`config.mk`:
```
export PLATFORM = sky130hd
export DESIGN_NAME = mips32_rtype_sequencer
export DESIGN_NICKNAME = d
export VERILOG_FILES = /design/src/rtl/mips32_ctrl_pkg.sv /design/src/rtl/mips32_instr_fifo.sv /design/src/rtl/mips32_rtype_sequencer.sv
export SDC_FILE = /design/constraint.sdc
export NUM_CORES = 1
export LEC_CHECK = 0
export CORE_AREA = 2 2 176 178
export CTS_BUF_LIST = sky130_fd_sc_hd__clkbuf_2 sky130_fd_sc_hd__clkbuf_4 sky130_fd_sc_hd__clkbuf_8
export DETAILED_ROUTE_END_ITERATION = 10
export DIE_AREA = 0 0 178 180
export PLACE_DENSITY_LB_ADDON = 0.12
export SYNTH_ARGS = -nofsm -noshare
export SYNTH_HDL_FRONTEND = slang
export SYNTH_SLANG_ARGS = --single-unit
```
`constraint.sdc`:
```
create_clock -name clk -period 2.8 [get_ports clk]
set_input_delay 0.84 -clock clk [delete_from_list [all_inputs] [get_ports clk]]
set_output_delay 0.84 -clock clk [all_outputs]
set_load 0.01 [all_outputs]
```
`src/rtl/mips32_ctrl_pkg.sv`:
```
// Shared definitions for the mips32 R-type sequencer: opcode/funct constants,
// ALU control encoding, FSM states and the instruction decoder.
package mips32_ctrl_pkg;

    localparam logic [5:0] OP_RTYPE = 6'h00;

    localparam logic [5:0] F_SLL  = 6'h00;
    localparam logic [5:0] F_SRL  = 6'h02;
    localparam logic [5:0] F_ADD  = 6'h20;
    localparam logic [5:0] F_ADDU = 6'h21;
    localparam logic [5:0] F_SUB  = 6'h22;
    localparam logic [5:0] F_SUBU = 6'h23;
    localparam logic [5:0] F_AND  = 6'h24;
    localparam logic [5:0] F_OR   = 6'h25;
    localparam logic [5:0] F_NOR  = 6'h27;
    localparam logic [5:0] F_SLTU = 6'h2B;

    typedef enum logic [3:0] {
        ALU_ADD  = 4'd0,
        ALU_ADDU = 4'd1,
        ALU_SUB  = 4'd2,
        ALU_SUBU = 4'd3,
        ALU_AND  = 4'd4,
        ALU_OR   = 4'd5,
        ALU_NOR  = 4'd6,
        ALU_SLTU = 4'd7,
        ALU_SLL  = 4'd8,
        ALU_SRL  = 4'd9
    } alu_ctrl_e;

    typedef enum logic [1:0] {
        IDLE   = 2'd0,
        DECODE = 2'd1,
        EXEC   = 2'd2,
        WB     = 2'd3
    } state_e;

    typedef struct packed {
        logic      legal;
        alu_ctrl_e ctrl;
        logic      is_shift;
        logic      ovf_traps;   // signed ops whose overflow suppresses the write
    } decode_t;

    function automatic decode_t decode_instr(input logic [5:0] op, input logic [5:0] funct);
        decode_t d;
        d = '{legal: 1'b1, ctrl: ALU_ADD, is_shift: 1'b0, ovf_traps: 1'b0};
        case (funct)
            F_ADD:   begin d.ctrl = ALU_ADD; d.ovf_traps = 1'b1; end
            F_ADDU:  d.ctrl = ALU_ADDU;
            F_SUB:   begin d.ctrl = ALU_SUB; d.ovf_traps = 1'b1; end
            F_SUBU:  d.ctrl = ALU_SUBU;
            F_AND:   d.ctrl = ALU_AND;
            F_OR:    d.ctrl = ALU_OR;
            F_NOR:   d.ctrl = ALU_NOR;
            F_SLTU:  d.ctrl = ALU_SLTU;
            F_SLL:   begin d.ctrl = ALU_SLL; d.is_shift = 1'b1; end
            F_SRL:   begin d.ctrl = ALU_SRL; d.is_shift = 1'b1; end
            default: d.legal = 1'b0;
        endcase
        if (op != OP_RTYPE) d.legal = 1'b0;
        return d;
    endfunction

endpackage

```
`src/rtl/mips32_instr_fifo.sv`:
```
// Instruction buffer: DEPTH x WIDTH circular FIFO with registered full/empty flags.
module mips32_instr_fifo #(
    parameter int DEPTH = 4,
    parameter int WIDTH = 32
) (
    input  logic             clk,
    input  logic             rst_n,
    input  logic             push,
    input  logic [WIDTH-1:0] wr_data,
    input  logic             pop,
    output logic [WIDTH-1:0] rd_data,
    output logic             full,
    output logic             empty
);
    localparam int AW = $clog2(DEPTH);
    localparam logic [AW:0] DEPTH_CNT = (AW + 1)'(DEPTH);

    logic [WIDTH-1:0] mem_q [DEPTH];
    logic [AW-1:0]    wr_ptr_q, wr_ptr_d, rd_ptr_q, rd_ptr_d;
    logic [AW:0]      count_q, count_d;
    logic             full_q, full_d, empty_q, empty_d;
    logic             do_push, do_pop;

    assign do_push = push && !full_q;
    assign do_pop  = pop && !empty_q;
    assign rd_data = mem_q[rd_ptr_q];
    assign full    = full_q;
    assign empty   = empty_q;

    always_comb begin
        // NOTE: every comb output gets a default first so no path leaves it unassigned (no latch).
        wr_ptr_d = wr_ptr_q;
        rd_ptr_d = rd_ptr_q;
        count_d  = count_q;
        if (do_push) wr_ptr_d = wr_ptr_q + 1'b1;    // power-of-two depth wraps naturally
        if (do_pop)  rd_ptr_d = rd_ptr_q + 1'b1;
        case ({do_push, do_pop})
            2'b10:   count_d = count_q + 1'b1;
            2'b01:   count_d = count_q - 1'b1;
            default: count_d = count_q;
        endcase
        full_d  = (count_d == DEPTH_CNT);
        empty_d = (count_d == '0);
    end

    always_ff @(posedge clk or negedge rst_n) begin
        // NOTE: state flops use non-blocking assignments so all of them update together at the edge.
        if (!rst_n) begin
            wr_ptr_q <= '0;
            rd_ptr_q <= '0;
            count_q  <= '0;
            full_q   <= 1'b0;
            empty_q  <= 1'b1;
        end else begin
            wr_ptr_q <= wr_ptr_d;
            rd_ptr_q <= rd_ptr_d;
            count_q  <= count_d;
            full_q   <= full_d;
            empty_q  <= empty_d;
        end
    end

    // NOTE: storage has no reset; entries are only read after being written, and the flags gate reads.
    always_ff @(posedge clk) begin
        if (do_push) mem_q[wr_ptr_q] <= wr_data;
    end

endmodule

```
`src/rtl/mips32_rtype_sequencer.sv`:
```
// Multi-cycle R-type control unit: buffers instructions, decodes them and sequences
// RF read, ALU execute and RF write-back, with illegal/overflow reporting.
module mips32_rtype_sequencer
    import mips32_ctrl_pkg::*;
#(
    parameter int DEPTH = 4,
    parameter int CNT_W = 16
) (
    input  logic             clk,
    input  logic             rst_n,
    input  logic             instr_valid,
    input  logic [31:0]      instr_data,
    output logic             instr_ready,
    output logic [4:0]       rf_rd_addr_a,
    output logic [4:0]       rf_rd_addr_b,
    input  logic [31:0]      rf_rd_data_a,
    input  logic [31:0]      rf_rd_data_b,
    output logic [3:0]       alu_ctrl,
    output logic [31:0]      alu_a,
    output logic [31:0]      alu_b,
    output logic [4:0]       alu_shamt,
    input  logic [31:0]      alu_result,
    input  logic             alu_overflow,
    output logic             rf_wr_en,
    output logic [4:0]       rf_wr_addr,
    output logic [31:0]      rf_wr_data,
    output logic             busy,
    output logic             illegal,
    output logic             ovf_trap,
    output logic [CNT_W-1:0] retired_count
);
    state_e           state_q, state_d;
    logic [31:0]      head;
    logic             fifo_full, fifo_empty, push, pop;
    logic             work_avail, trap;
    decode_t          dec;
    logic [4:0]       rd_q, rd_d, shamt_q, shamt_d;
    alu_ctrl_e        ctrl_q, ctrl_d;
    logic             is_shift_q, is_shift_d, traps_q, traps_d;
    logic [31:0]      result_q, result_d;
    logic             ovf_q, ovf_d;
    logic [CNT_W-1:0] count_q, count_d;

    assign instr_ready   = !fifo_full;
    assign push          = instr_valid && !fifo_full;
    assign busy          = (state_q != IDLE) || !fifo_empty;
    assign retired_count = count_q;
    assign dec           = decode_instr(head[31:26], head[5:0]);
    // A word being pushed this cycle counts, so an empty FIFO reaches DECODE one cycle after the push.
    assign work_avail    = !fifo_empty || push;

    mips32_instr_fifo #(.DEPTH(DEPTH), .WIDTH(32)) u_fifo (
        .clk     (clk),
        .rst_n   (rst_n),
        .push    (push),
        .wr_data (instr_data),
        .pop     (pop),
        .rd_data (head),
        .full    (fifo_full),
        .empty   (fifo_empty)
    );

    always_comb begin
        state_d      = state_q;
        rd_d         = rd_q;
        shamt_d      = shamt_q;
        ctrl_d       = ctrl_q;
        is_shift_d   = is_shift_q;
        traps_d      = traps_q;
        result_d     = result_q;
        ovf_d        = ovf_q;
        count_d      = count_q;
        pop          = 1'b0;
        trap         = 1'b0;
        rf_rd_addr_a = '0;
        rf_rd_addr_b = '0;
        alu_ctrl     = '0;
        alu_a        = '0;
        alu_b        = '0;
        alu_shamt    = '0;
        rf_wr_en     = 1'b0;
        rf_wr_addr   = '0;
        rf_wr_data   = '0;
        illegal      = 1'b0;
        ovf_trap     = 1'b0;

        case (state_q)
            IDLE: if (work_avail) state_d = DECODE;
            DECODE: begin
                pop          = 1'b1;
                rf_rd_addr_a = head[25:21];
                rf_rd_addr_b = head[20:16];
                if (!dec.legal) begin
                    illegal = 1'b1;
                    state_d = IDLE;
                end else begin
                    rd_d       = head[15:11];
                    shamt_d    = head[10:6];
                    ctrl_d     = dec.ctrl;
                    is_shift_d = dec.is_shift;
                    traps_d    = dec.ovf_traps;
                    state_d    = EXEC;
                end
            end
            EXEC: begin
                alu_ctrl  = ctrl_q;
                alu_a     = is_shift_q ? rf_rd_data_b : rf_rd_data_a;
                alu_b     = is_shift_q ? 32'd0 : rf_rd_data_b;
                alu_shamt = is_shift_q ? shamt_q : 5'd0;
                result_d  = alu_result;
                ovf_d     = alu_overflow;
                state_d   = WB;
            end
            WB: begin
                trap     = traps_q && ovf_q;
                ovf_trap = trap;
                if (!trap && rd_q != 5'd0) begin
                    rf_wr_en   = 1'b1;
                    rf_wr_addr = rd_q;
                    rf_wr_data = result_q;
                end
                if (!trap) count_d = count_q + 1'b1;
                state_d = work_avail ? DECODE : IDLE;
            end
            default: state_d = IDLE;
        endcase
    end

    always_ff @(posedge clk or negedge rst_n) begin
        if (!rst_n) begin
            state_q    <= IDLE;
            rd_q       <= '0;
            shamt_q    <= '0;
            ctrl_q     <= ALU_ADD;
            is_shift_q <= 1'b0;
            traps_q    <= 1'b0;
            result_q   <= '0;
            ovf_q      <= 1'b0;
            count_q    <= '0;
        end else begin
            state_q    <= state_d;
            rd_q       <= rd_d;
            shamt_q    <= shamt_d;
            ctrl_q     <= ctrl_d;
            is_shift_q <= is_shift_d;
            traps_q    <= traps_d;
            result_q   <= result_d;
            ovf_q      <= ovf_d;
            count_q    <= count_d;
        end
    end

endmodule

```
==> results.yml, run 1 <==
run_status:
  outcome: "finished, violations left"
  violations: "setup timing"
layout:
  stdcell_area_mm2: 0.0134
  final_util: 0.444
  layout-drive-gt1-share: 0.271
  final_nets: 1152
  syn_to_final_growth_pct: 51.1
setup_path:
  required_ns: 1.96
  max_stage_delay_ns: 0.50
  critPathArrivalTime_ns: 2.48
  cp.depth: 6
  cp_top_family: "simple AND/OR/NAND/NOR gates"
  cp-start-kind: "flop"
  path_max_fanout: 5
  worstRegToRegCells: 8
  crit_path_end_kind: "primary output"
  path_buf_inv: 2
  critPathKind: "flop to primary output"
  worstPathCellList: "buf_12, mux4_2, or3_4, a311oi_4, nor2_2, buf_2"
  cp_slowest_cell: "mux4_2"
timing:
  setup_slack_ns: -0.516
  setup_violations: 11
  maxSlewViolCount: 0
  timing.slew.headroom: 0.670
  hold_viol: 0
  rsz0062_at_grt: "yes"
  fmax_ghz: 0.302
  fin_crit_ns: 3.32
  tightest_slew_ns: 0.488
  skew_ns: 0.0159
  fin_crit_sh: 1.18
  setup_tns_ns: -2.57
clock_tree:
  clk_pin_slew_worst_paths_ns: 0.06
  cts_tree: "built"
  cts_buffers: 36
  clock-sinks: 204
  ctsHoldBuffers: 0
  h-tree-depth: 2
  clockBufferDepth: 3
  insertion_delay_ns: 0.51
  cts_root_buffer: "clkbuf_8"
detailed_routing:
  via_per_inst: 4.37
  drtPass1Iterations: 4
  route.met3.wl_um: 1960
  routedWlPerCell_um: 17.8
  routed-wl-met2_um: 12300
  vias: 6275
  finalWirelength_um: 25500
  wl_met1_um: 10800
  drc: 0
  top_layer: "met5"
  first_iter_violations: 233
  ant_nets: 0
logic_synthesis:
  ys_seq_area_frac: 0.647
  synthTopCellsByArea: "edfxtp_1, dfrtp_1, mux4_2"
  netlist_area_mm2: 0.00888
  ys_types: 37
  netlist_instances: 657
  synth_top_cell_by_area: "edfxtp_1"
  synth.top_cell.area_share: 0.433
  synth_warnings: 0
  syn_nets: 796
  synth_seq_cells: 204
  avgSynthCellArea_um2: 13.5
grt:
  grt-ovfl-total: 0
  grt_max_degree: 36
  grt_pass1_wl_um: 38800
  grt_use_total: 0.157
  grt_pass1_vias: 6591
  antenna_found_initial: 2
floorplanning:
  start_util: 0.294
  die_h_um: 180
  core_mm2: 0.0302
  die_area_mm2: 0.0320
  num_rows: 64
  ios: 273
  die_width_um: 178
worst_hold_path:
  hold_path_class: "input pin to async pin"
placed_design:
  routabilityCongestion: 0.779
  place_ws_ns: -0.417
  hpwlAfterDp_um: 17100
  numPortBuffers: 272
  placed_area_mm2: 0.0124
flow_run:
  cap_violations: 0
power:
  total_power_mw: 9.87
  leakagePower_nw: 5.65
  powerDensity_mw_per_mm2: 736
  ir_worst_vdd_uv: 486
[path summary, 6_finish.rpt]
| path | from | slack [ns] | end |
|---|---|---|---|
| max | u_fifo.rd_ptr_q[0]$_DFFE_PN0P_ | -0.52 | illegal |
| min | rst_n | 0.30 | result_q[3]$_DFFE_PN0P_ |
| max reg2reg | u_fifo.rd_ptr_q[0]$_DFFE_PN0P_ | 0.19 | ctrl_q[3]$_DFFE_PN0P_ |
| min reg2reg | result_q[20]$_DFFE_PN0P_ | 0.46 | result_q[20]$_DFFE_PN0P_ |
| max in group asynchronous | rst_n | 1.89 | u_fifo.empty$_DFF_PN1_ |
| min in group clk | result_q[20]$_DFFE_PN0P_ | 0.46 | result_q[20]$_DFFE_PN0P_ |
[synthesized netlist by cell type]
| cell | number |
|---|---|
| nor4b_1 | 1 |
| mux4_2 | 24 |
| edfxtp_1 | 128 |
| or2_2 | 1 |
| nor2_1 | 49 |
| a311oi_2 | 1 |
| mux2_4 | 9 |
| dfstp_2 | 1 |
| fa_1 | 1 |
| o21ai_0 | 2 |
| ha_1 | 6 |
| or3_1 | 1 |
| or3_4 | 1 |
| nor3b_1 | 1 |
| nand3_1 | 6 |
| nor2b_1 | 13 |
| and3b_1 | 1 |
| nand2_1 | 124 |
| a21oi_1 | 5 |
| nor4_1 | 4 |
| dfrtp_1 | 75 |
| mux4_1 | 3 |
| nand4_1 | 2 |
| buf_6 | 2 |
| and2_1 | 78 |
| buf_1 | 8 |
| mux2_2 | 7 |
| mux2i_1 | 34 |
| inv_1 | 8 |
| xnor2_1 | 13 |
| nand3b_1 | 2 |
| clkbuf_1 | 21 |
| nor3_1 | 3 |
| buf_12 | 1 |
| nand2b_1 | 5 |
| and3_1 | 8 |
| xor2_1 | 8 |
[layer usage]
metal / global-route usage / vias to the layer above
met5: 0 / -
met4: 0.0393 / 2
met3: 0.0438 / 41
met2: 0.267 / 196
met1: 0.197 / 3014
li1: - / 3022
[registers in the layout, summed over array words and instances, names as in the netlist, named ones only]
| signal | cells |
|---|---|
| u_fifo.mem_q | 128 |
| result_q | 32 |
| retired_count | 16 |
| rd_q | 5 |
| shamt_q | 5 |
| ctrl_q | 4 |
| u_fifo.count_q | 3 |
| u_fifo.rd_ptr_q | 2 |
| u_fifo.wr_ptr_q | 2 |
| is_shift_q | 1 |
| ovf_q | 1 |
| state_q | 1 |
| traps_q | 1 |
| u_fifo.empty | 1 |
| u_fifo.full | 1 |
[final cells by class]
type                            count  area (um2)
Clock inverter                     10        45.0
Tap cell                          396         495
Inverter                            8        30.0
Timing Repair Buffer              349        3310
Sequential cell                   204        5750
Antenna cell                        1        2.50
Fill cell                        2849       16800
Multi-Input combinational cell    414        3120
Clock buffer                       54         656
[metrics by stage]
step	hold slack (ns)	cells
final	0.296	1436
after global routing	0.302	1435
after global placement	0.448	1334
after CTS	0.280	1429
after detailed placement	0.454	1334
after floorplan	0.437	657
[timing repair]
item,in CTS,in global routing
buffers inserted,25,9
pin swaps,8,4
gates resized for setup,344,60
gates cloned,6,1
setup endpoints to repair,123,59
[cell usage in the layout (no fill, tap or decap), types with 40 or more instances in the layout]
cell type | synthesis | routed
nand2_1 | 124 | 121
clkdlybuf4s50_1 | 0 | 148
clkbuf_8 | 0 | 40
and2_1 | 78 | 73
edfxtp_1 | 128 | 128
buf_4 | 0 | 47
nor2_1 | 49 | 46
buf_2 | 0 | 45
dfrtp_1 | 75 | 70
dlygate4sd2_1 | 0 | 47
[cells by family after synthesis]
logic type               count (synthesis)  synth area share
AO/OA/AOI/OAI                            8           0.00564
adder cells (fa/ha/maj)                  7            0.0107
XOR/XNOR                                21            0.0207
buffers and inverters                   40            0.0204
multiplexers                            77             0.132
AND/OR/NAND/NOR                        300             0.163
flip-flops                             204             0.647
[worst reg2reg max path: stages, from the launching register on]
cell and delay [ns]:
dfrtp_2 0.40, buf_12 0.12, mux4_2 0.50, or3_4 0.42, a311oi_4 0.30, buf_4 0.16, nand2b_1 0.04, buf_4 0.22
mux2_4 0.33
[report_power, final]
part / leakage, nW / internal [mW] / switching [mW]
sequential: 2.04 / 3.82 / 0.213
combinational: 3.23 / 1.80 / 1.37
clock: 0.375 / 1.49 / 1.17
Note: power is estimated with default switching activity, not from simulation.
==> inputs of run 2 (changes only) <==
--- a/config.mk
+++ b/config.mk
@@ -9,7 +9,7 @@
 export CTS_BUF_LIST = sky130_fd_sc_hd__clkbuf_2 sky130_fd_sc_hd__clkbuf_4 sky130_fd_sc_hd__clkbuf_8
 export DETAILED_ROUTE_END_ITERATION = 10
 export DIE_AREA = 0 0 178 180
-export PLACE_DENSITY_LB_ADDON = 0.12
+export PLACE_DENSITY = 0.59
 export SYNTH_ARGS = -nofsm -noshare
 export SYNTH_HDL_FRONTEND = slang
 export SYNTH_SLANG_ARGS = --single-unit
==> results.yml, run 2 (synthesis results as in run 1) <==
layout:
  final_nets: 1170
  final_util: 0.447
  layout-drive-gt1-share: 0.295
  regMostFlops: "u_fifo.mem_q"
  stdcell_area_mm2: 0.0135
  syn_to_final_growth_pct: 52.2
  fin_cells: 1455
  seq_area_mm2: 0.00575
  mostFrequentLayoutCells: "clkdlybuf4s50_1, edfxtp_1, nand2_1"
  largest_register_ffs: 128
  final_common_cell: "clkdlybuf4s50_1"
  antenna_cells: 0
  final.fill_count: 2832
  multi_input_comb_area_mm2: 0.00310
flow_run:
  cap_violations: 0
detailed_routing:
  vias: 6321
  drtPass1Iterations: 4
  first_iter_violations: 301
  via_per_inst: 4.34
  finalWirelength_um: 25100
  drc: 0
  ant_nets: 0
  routedWlPerCell_um: 17.2
setup_path:
  worstRegToRegCells: 11
  critPathArrivalTime_ns: 2.51
  required_ns: 1.96
  rrSetupSlack_ns: 0.18
  path_max_fanout: 4
  critPathKind: "flop to primary output"
  crit_path_end_kind: "primary output"
  r2r-end: "u_fifo.full$_DFF_PN0_"
  cp-start-kind: "flop"
clock_tree:
  cts_tree: "built"
  insertion_delay_ns: 0.53
  ctsHoldBuffers: 0
  h-tree-depth: 2
  clockBufferDepth: 3
  clk_pin_slew_worst_paths_ns: 0.06
  cts_buffers: 36
  clock-sinks: 204
  cts_root_buffer: "clkbuf_8"
timing:
  skew_ns: 0.0289
  rsz0062_at_grt: "yes"
  fin_crit_ns: 3.35
  fin_crit_sh: 1.20
  setup_slack_ns: -0.547
  maxSlewViolCount: 0
  fmax_ghz: 0.299
  tightest_slew_ns: 0.467
  setup_violations: 11
  hold_viol: 0
  timing.slew.headroom: 0.684
grt:
  grt-ovfl-total: 0
  grt_max_degree: 38
  grt_pass1_vias: 6586
  grt_use_total: 0.152
  antenna_found_initial: 0
  grt_pass1_wl_um: 37600
worst_hold_path:
  hold_path_class: "input pin to async pin"
placed_design:
  routabilityCongestion: 0.836
  hpwlAfterDp_um: 16500
  placed_area_mm2: 0.0124
  dpl.cell_count: 1332
  numPortBuffers: 272
power:
  leakagePower_nw: 5.69
  ir_worst_vdd_uv: 526
  total_power_mw: 9.85
  powerDensity_mw_per_mm2: 729
floorplanning:
  ios: 273
  core_mm2: 0.0302
  start_util: 0.294
  die_width_um: 178
  num_rows: 64
  die_area_mm2: 0.0320
  die_h_um: 180
run_status:
  outcome: "finished, violations left"
  violations: "setup timing"
## run 2: cell count changes in the layout (fill, tap and decap cells not counted), sizes merged
cell and delta:
diode -1, inv +1, clkdlybuf4s15 +3, dlygate4sd2 -4
clkbuf +38, clkinv -3, clkdlybuf4s50 -1, buf -14
## run 2: timing repair
action,in CTS,in global routing
setup endpoints to repair,123,74
gates resized for setup,252,124
endpoints found under the hold margin,0,0
gates cloned,4,3
setup buffers,31,21
pin swaps,8,10
## run 2: metrics by stage
step	hold WS [ns]	worst slack [ns]	setup TNS, ns
after floorplan	0.437	0.113	0
after global routing	0.270	-0.660	-3.91
after global placement	0.449	-0.433	-3.49
after CTS	0.255	-0.573	-3.33
final	0.266	-0.547	-2.49
after detailed placement	0.454	-0.417	-3.72
## run 2: worst max-delay path by stage
stage / slack (ns) / startpoint / depth (start not counted) / endpoint
5_1_grt: -0.66 / u_fifo.rd_ptr_q[0]$_DFFE_PN0P_ / 6 / illegal
6_report: -0.55 / u_fifo.rd_ptr_q[0]$_DFFE_PN0P_ / 6 / illegal
3_5_place_dp: -0.42 / u_fifo.rd_ptr_q[0]$_DFFE_PN0P_ / 5 / illegal
2_1_floorplan: 0.11 / u_fifo.rd_ptr_q[0]$_DFFE_PN0P_ / 5 / illegal
4_1_cts: -0.57 / u_fifo.rd_ptr_q[0]$_DFFE_PN0P_ / 6 / illegal
3_3_place_gp: -0.43 / u_fifo.rd_ptr_q[0]$_DFFE_PN0P_ / 7 / illegal
## run 2: report_power, final
group	switching, mW	internal [mW]	leakage [nW]
clock network	1.22	1.54	0.398
logic	1.34	1.72	3.24
registers	0.220	3.82	2.05
## run 2: layer usage
metal  track usage  up-vias  wire length, um
met5             0        -                0
met4        0.0377        0              391
met3        0.0434       32             1840
met2         0.252      198            11900
met1         0.195     3042            10900
li1              -     3049                -
## run 2: critical path, cell delays in order, from the launching register on
cell and delay [ns]:
dfrtp_2 0.41, buf_12 0.12, mux4_2 0.50, or3_4 0.42, a311oi_4 0.30, nor2_2 0.08, buf_2 0.15
## run 2: cell type report
cell class | instances | share of cell area
repair buffers | 367 | 0.252
flip-flops and latches | 204 | 0.426
multi-input cells | 414 | 0.229
inverters | 8 | 0.00222
clock inverters | 8 | 0.00380
clock buffers | 58 | 0.0498
well taps | 396 | 0.0367
==> inputs of run 3 (changes only) <==
--- a/config.mk
+++ b/config.mk
@@ -13,3 +13,4 @@
 export SYNTH_ARGS = -nofsm -noshare
 export SYNTH_HDL_FRONTEND = slang
 export SYNTH_SLANG_ARGS = --single-unit
+export TNS_END_PERCENT = 100
==> results of run 3 <==
The final DEF is identical to that of run 2; final timing and power are the same.
